`config.mk`:
```
export PLATFORM = sky130hd
export DESIGN_NAME = icache_fill_unit
export DESIGN_NICKNAME = d
export VERILOG_FILES = /design/src/rtl/icache_fill_unit.sv
export SDC_FILE = /design/constraint.sdc
export NUM_CORES = 1
export LEC_CHECK = 0
export ABC_AREA = 1
export BUFFER_PORTS_ARGS = -buffer_cell sky130_fd_sc_hd__buf_2
export CAP_MARGIN = 20
export CORE_ASPECT_RATIO = 1.4
export CORE_MARGIN = 2
export CORE_UTILIZATION = 50
export CTS_CLUSTER_DIAMETER = 200
export DETAILED_ROUTE_END_ITERATION = 8
export PLACE_DENSITY_LB_ADDON = 0.12
export SETUP_SLACK_MARGIN = 0.1
export SLEW_MARGIN = 10
export SYNTH_ARGS = -nofsm -noshare
export SYNTH_HDL_FRONTEND = slang
export SYNTH_SLANG_ARGS = --single-unit
```
`constraint.sdc`:
```
create_clock -name clk -period 14.4 [get_ports clk]
set_input_delay 0.72 -clock clk [delete_from_list [all_inputs] [get_ports clk]]
set_output_delay 0.72 -clock clk [all_outputs]
set_load 0.05 [all_outputs]
```
`src/rtl/icache_fill_unit.sv`:
```
// icache_fill_unit: miss-fill engine between the icache and the memory bus.
// Queues up to QDEPTH line misses, fetches each line as BEATS bus beats and
// returns the assembled line as a single wide write with a one-cycle strobe.
module icache_fill_unit #(
   parameter int ADDR_W = 15,
   parameter int BUS_W  = 64,
   parameter int BEATS  = 4,
   parameter int QDEPTH = 2
) (
   input  logic                   clk,
   input  logic                   rst,
   input  logic                   req_vld,
   input  logic [ADDR_W-1:0]      req_addr,
   output logic                   req_rd,
   output logic [BEATS*BUS_W-1:0] mem_data,
   output logic                   mem_vld,
   output logic [ADDR_W-1:0]      mem_addr,
   output logic                   bus_req,
   output logic [ADDR_W-1:0]      bus_addr,
   input  logic                   bus_gnt,
   input  logic                   bus_dvld,
   input  logic [BUS_W-1:0]       bus_data
);

   localparam int LINE_W = BEATS * BUS_W;
   localparam int OFF_W  = $clog2(LINE_W / 8);
   localparam int LA_W   = ADDR_W - OFF_W;
   localparam int CNT_W  = $clog2(QDEPTH + 1);
   localparam int BC_W   = $clog2(BEATS);
   localparam logic [CNT_W-1:0] Q_FULL    = CNT_W'(QDEPTH);
   localparam logic [BC_W-1:0]  LAST_BEAT = BC_W'(BEATS - 1);

   typedef enum logic [1:0] {S_IDLE, S_ARB, S_XFER, S_DONE} state_t;

   state_t            state;
   logic [LA_W-1:0]   q_line [QDEPTH];
   logic [CNT_W-1:0]  q_cnt;
   logic [LA_W-1:0]   fill_line;
   logic [BC_W-1:0]   beat_cnt;
   logic [BUS_W-1:0]  beat_buf [BEATS];
   logic [LA_W-1:0]   req_line;
   logic [LA_W-1:0]   start_line;
   logic [CNT_W-1:0]  wr_idx;
   logic [LINE_W-1:0] line_next;
   logic              dup, enq, deq, bypass, start;

   assign req_line = req_addr[ADDR_W-1:OFF_W];

   // Duplicate detection against valid queue entries and the line in flight
   always_comb begin
      dup = (state != S_IDLE) && (fill_line == req_line);
      for (int unsigned i = 0; i < QDEPTH; i++)
         if ((CNT_W'(i) < q_cnt) && (q_line[i] == req_line))
            dup = 1'b1;
   end

   // Acceptance, queue push/pop and fill-start decisions
   always_comb begin
      req_rd = req_vld && (dup || (q_cnt < Q_FULL));
      enq    = req_vld && !dup && (q_cnt < Q_FULL);
      deq    = (state == S_IDLE) && (q_cnt != '0);
      // An idle engine with an empty queue starts the new miss directly, so
      // bus_req rises the cycle after acceptance instead of two cycles later.
      bypass     = (state == S_IDLE) && (q_cnt == '0) && enq;
      start      = deq || bypass;
      start_line = deq ? q_line[0] : req_line;
      wr_idx     = deq ? (q_cnt - CNT_W'(1)) : q_cnt;
   end

   // Line assembly: beats captured so far plus the beat arriving now
   always_comb begin
      line_next = '0;
      for (int unsigned i = 0; i < BEATS; i++)
         line_next[i*BUS_W +: BUS_W] = (BC_W'(i) == beat_cnt) ? bus_data : beat_buf[i];
   end

   // Request queue, head at entry 0, entries shift toward the head on pop
   always_ff @(posedge clk or posedge rst) begin
      if (rst) begin
         q_cnt <= '0;
         for (int unsigned i = 0; i < QDEPTH; i++)
            q_line[i] <= '0;
      end else begin
         if (deq)
            for (int unsigned i = 0; i + 1 < QDEPTH; i++)
               q_line[i] <= q_line[i+1];
         if (enq && !bypass)
            for (int unsigned i = 0; i < QDEPTH; i++)
               if (CNT_W'(i) == wr_idx)
                  q_line[i] <= req_line;
         case ({enq && !bypass, deq})
            2'b10:   q_cnt <= q_cnt + CNT_W'(1);
            2'b01:   q_cnt <= q_cnt - CNT_W'(1);
            default: q_cnt <= q_cnt;
         endcase
      end
   end

   // Fill sequencer with registered bus request and line-return outputs
   always_ff @(posedge clk or posedge rst) begin
      if (rst) begin
         state     <= S_IDLE;
         fill_line <= '0;
         beat_cnt  <= '0;
         for (int unsigned i = 0; i < BEATS; i++)
            beat_buf[i] <= '0;
         bus_req   <= 1'b0;
         bus_addr  <= '0;
         mem_vld   <= 1'b0;
         mem_data  <= '0;
         mem_addr  <= '0;
      end else begin
         mem_vld <= 1'b0;
         case (state)
            S_IDLE: begin
               if (start) begin
                  fill_line <= start_line;
                  bus_addr  <= {start_line, OFF_W'(0)};
                  bus_req   <= 1'b1;
                  state     <= S_ARB;
               end
            end
            S_ARB: begin
               if (bus_gnt) begin
                  bus_req  <= 1'b0;
                  beat_cnt <= '0;
                  state    <= S_XFER;
               end
            end
            S_XFER: begin
               if (bus_dvld) begin
                  beat_buf[beat_cnt] <= bus_data;
                  beat_cnt           <= beat_cnt + BC_W'(1);
                  if (beat_cnt == LAST_BEAT) begin
                     mem_data <= line_next;
                     mem_addr <= {fill_line, OFF_W'(0)};
                     mem_vld  <= 1'b1;
                     state    <= S_DONE;
                  end
               end
            end
            S_DONE:  state <= S_IDLE;
            default: state <= S_IDLE;
         endcase
      end
   end

endmodule
```
==> Implementation_results.wiki <==
{| class="wikitable"
! Metric !! Value
|-
| Setup Skew || 0.0110 ns
|-
| DR WL met3 || 3140 um
|-
| Post-CTS Hold Fix Bufs || 0
|-
| CTS tree || done
|-
| Proportion of synthesized chip area in sequential cells || 0.575
|-
| Count of nets left with antenna violations after detail routing || 0
|-
| Switching power share of the total || 0.470
|-
| Maximum number of pins on one net before global-route repair || 104
|-
| Number of iterations in the first detailed-routing pass || 5
|-
| Number of register bits inferred by synthesis || 496
|-
| Buffer type at the clock tree root || clkbuf_16
|-
| Endpoint of the worst register-to-register path || mem_addr[7]$_DFFE_PP0P_
|-
| Reported net switching power || 2.91 mW
|-
| Sum of negative setup slack || 0 ns
|-
| Post-route worst hold slack || ~0.38 ns
|-
| Number of antenna violations at the first check in global routing || 0
|-
| CP Cell Sequence || inv_1 > ha_1 > nand2_4 > nor2_4 > buf_4 > buf_4 > mux2_2
|-
| Period utilization || 0.271
|-
| Dominant cell type by count on the critical path || buf_4
|-
| Mean Syn Cell Area || 8.69 sq um
|-
| Fin worst setup slack || 10.50 ns
|-
| Total detailed-routing wirelength || 59100 um
|-
| Count of port buffers added during placement || 357
|-
| Highest Clock Rate || 256 MHz
|-
| Startpoint class of the critical path || register
|-
| Buffer depth of the longest clock path || 3
|-
| Die X-Extent || about 180 um
|-
| First-pass GRT wire length || 95700 um
|-
| Average detailed-routed wire length per instance || 17.8 um
|-
| GRT Util Overall || 0.261
|-
| Share of post-route cells with drive strength above 1 || 0.175
|-
| Beginning of the critical path || state[0]$_DFFE_PP0P_
|-
| Die ar. || ~0.045 sq mm
|-
| Worst-path cell with the longest stage delay || nor2_4
|-
| Number of DRC violations after detailed routing || 0
|-
| Source of the worst register-to-register timing path || state[0]$_DFFE_PP0P_
|-
| Boundary pin count || 373
|-
| Number of cells on the worst reg-to-reg path || 7
|-
| Peak supply drop || 0.000122 V
|-
| Cell-internal power || 3.29 mW
|-
| Power share of the clock group || 0.207
|-
| Delay contributed by the slowest stage of the critical path || 0.83 ns
|-
| Final HPWL from detailed placement || 36900 um
|-
| Number of max-capacitance violations reported || 0
|-
| Global-route congestion overflow total || 0
|-
| Slew @ Worst Pin || around 1.1 ns
|-
| Synthesized instance count || 2486
|-
| Clock insertion delay at the later pin of the skew report || 0.55 ns
|-
| Family of cells with the greatest summed delay on the critical path || simple AND/OR/NAND/NOR gates
|-
| Number of global-route vias before repair || ~17000
|-
| M1 WL || ~26000 um
|-
| Via total after detailed routing || between 15000 and 20000
|-
| Placement row count || 90
|-
| Minimum setup slack after placement || 10.06 ns
|-
| Clock transition at path regs || approximately 0.060 ns
|-
| Max-slew headroom || 0.299
|-
| Via density per instance || 5.46
|-
| Post-CTS setup-driven buffer insertion count || 0
|-
| Minimum period implied by the final worst setup slack || ~3.9 ns
|-
| Leading cell type in the layout, fill and taps excluded || nand2_1
|-
| Final layout net count || 2820
|-
| Top library cells by usage in the layout, fill and taps aside || nand2_1, dfrtp_1, o21ai_0
|-
| Highest metal layer with signal wires || met4
|-
| Max-slew violation count || 0
|-
| Detailed-routed wire length on met2 || 28700 um
|-
| Largest fanout on the critical path || 87
|-
| Outcome || finished clean
|-
| Post-synth cell types || 28
|-
| Post-cts repair resize count || 0
|-
| Leakage power total || 13.7 nW
|-
| Hold WC Path Type || in -> reg
|-
| Setup repair after global routing missed its margin || no
|-
| Fin cells || 3311
|-
| Part of the total power dissipated in combinational logic || 0.427
|-
| Setup violators final || 0
|-
| Power density over cell area || 246 mW/mm^2
|-
| Cell Count Post-Placement || 3226
|-
| Flop-to-flop setup slack || 10.50 ns
|-
| Post-synthesis cell area || 0.0216 sq mm
|-
| Count of antenna diodes in the layout || 0
|-
| Setup CP Type || reg -> reg
|-
| Critical Path Sink || mem_addr[7]$_DFFE_PP0P_
|-
| Area contributors post-synth || dfrtp_1, nand2_1, o21ai_0, o211ai_1, clkbuf_1
|-
| Arrival time at the worst endpoint || 4.35 ns
|-
| Clk sinks || around 500
|-
| Height of the chip || approximately 250 um
|-
| Cts bufs inserted || 48
|-
| Category of the worst setup path capture point || register
|-
| Drt initial violations || 1481
|-
| Number of warnings printed during yosys synthesis || 0
|-
| Hold violation count in the final report || 0
|-
| Area added between synthesis and finish || 16.4%
|-
| Library cell occupying the most area in the post-synthesis netlist || dfrtp_1
|-
| Gpl congestion || 0.914
|-
| Core area || 0.0429 sq mm
|-
| Crit. path cell count || 7
|-
| Initial Utilization || 0.503
|-
| Buffering stage count on the worst path with inverters included || 3
|-
| CTS H-Tree Depth || 2
|-
| Required time reported for the critical path endpoint || about 15 ns
|-
| Relative contribution of sequential cells to total power || 0.366
|-
| Area share of the largest cell type after synthesis || 0.575
|}
==> registers in the layout, indices dropped and copies added (netlist names) <==
| signal | flops |
|---|---|
| mem_addr | 10 |
| fill_line | 10 |
| bus_req | 1 |
| mem_data | 256 |
| beat_buf | 192 |
| q_line | 20 |
| mem_vld | 1 |
| state | 2 |
| q_cnt | 2 |
| beat_cnt | 2 |
==> Yosys cell counts <==
| cell | count |
|---|---|
| nand3_2 | 1 |
| nor2_2 | 2 |
| o21ai_0 | 472 |
| or2_2 | 1 |
| xnor2_1 | 6 |
| nand4_1 | 12 |
| ha_1 | 11 |
| nor2_1 | 18 |
| o21a_1 | 10 |
| dfrtp_1 | 496 |
| nor2_8 | 1 |
| clkinv_1 | 1 |
| o21ai_1 | 11 |
| clkbuf_1 | 135 |
| buf_1 | 12 |
| nand3b_1 | 2 |
| buf_2 | 41 |
| conb_1 | 1 |
| mux2_2 | 1 |
| xor2_1 | 2 |
| nor3_1 | 1 |
| inv_2 | 11 |
| nand3_1 | 42 |
| buf_4 | 10 |
| o211ai_1 | 192 |
| a21oi_1 | 3 |
| nand2_1 | 883 |
| inv_1 | 108 |
==> through the flow <==
step | power (mW) | cell area [sq um] | utilization
2_1_floorplan | 4.22 | 21600 | -
4_1_cts | 6.24 | 25100 | 0.585
6_report | 6.20 | 25100 | 0.586
5_1_grt | 6.57 | 25100 | 0.586
3_3_place_gp | 4.87 | 23500 | 0.548
3_5_place_dp | 4.94 | 23500 | 0.548
==> layer usage <==
layer / GRT usage / vias to the layer above
li1: - / 8663
met1: 0.357 / 8772
met2: 0.432 / 548
met3: 0.0388 / 96
met4: 0.0813 / 0
met5: 0 / -
==> how the worst min path moves through the flow <==
stage                               from                         to  slack (ns)  cells after the start
2_1_floorplan  beat_buf[153]$_DFFE_PP0P_  beat_buf[153]$_DFFE_PP0P_        0.45                      2
3_3_place_gp    beat_buf[73]$_DFFE_PP0P_   beat_buf[73]$_DFFE_PP0P_        0.47                      2
3_5_place_dp   beat_buf[241]$_DFFE_PP0P_  beat_buf[241]$_DFFE_PP0P_        0.47                      2
4_1_cts                     bus_data[41]  mem_data[233]$_DFFE_PP0P_        0.35                      3
5_1_grt                      bus_data[2]  mem_data[194]$_DFFE_PP0P_        0.37                      3
6_report                    bus_data[41]  mem_data[233]$_DFFE_PP0P_        0.38                      3
==> cell families (layout without fill, tap and decap cells) <==
logic type	Yosys count	in the layout	share of synthesized area
other cells	1	10	0.000174
flops	496	496	0.575
compound gates	688	688	0.183
simple gates	963	963	0.173
mux	1	1	0.000521
buf+inv	318	582	0.0594
xor+xnor	8	8	0.00324
fa+ha+maj	11	11	0.00637
==> power by group through the flow <==
stage	Combinational, mW	Sequential (mW)	Clock, mW
after floorplan	0.990	3.23	0
after global placement	2.61	2.26	0
after detailed placement	2.66	2.29	0
after CTS	2.66	2.27	1.31
after global routing	2.87	2.34	1.37
final	2.64	2.27	1.28
==> tightest hold or removal path: stages <==
cell and delay (ns):
buf_2 0.09, nand2_1 0.04, nand2_1 0.05
==> layout make-up <==
class	instances	area (sq um)
clock buffer	70	1460
clock inverter	14	148
inverter	120	459
tap	552	691
timing repair buffer	378	1960
multi-input combinational	1681	8020
sequential	496	12400
fill	3865	17800
(Power assumes the default switching activity.)
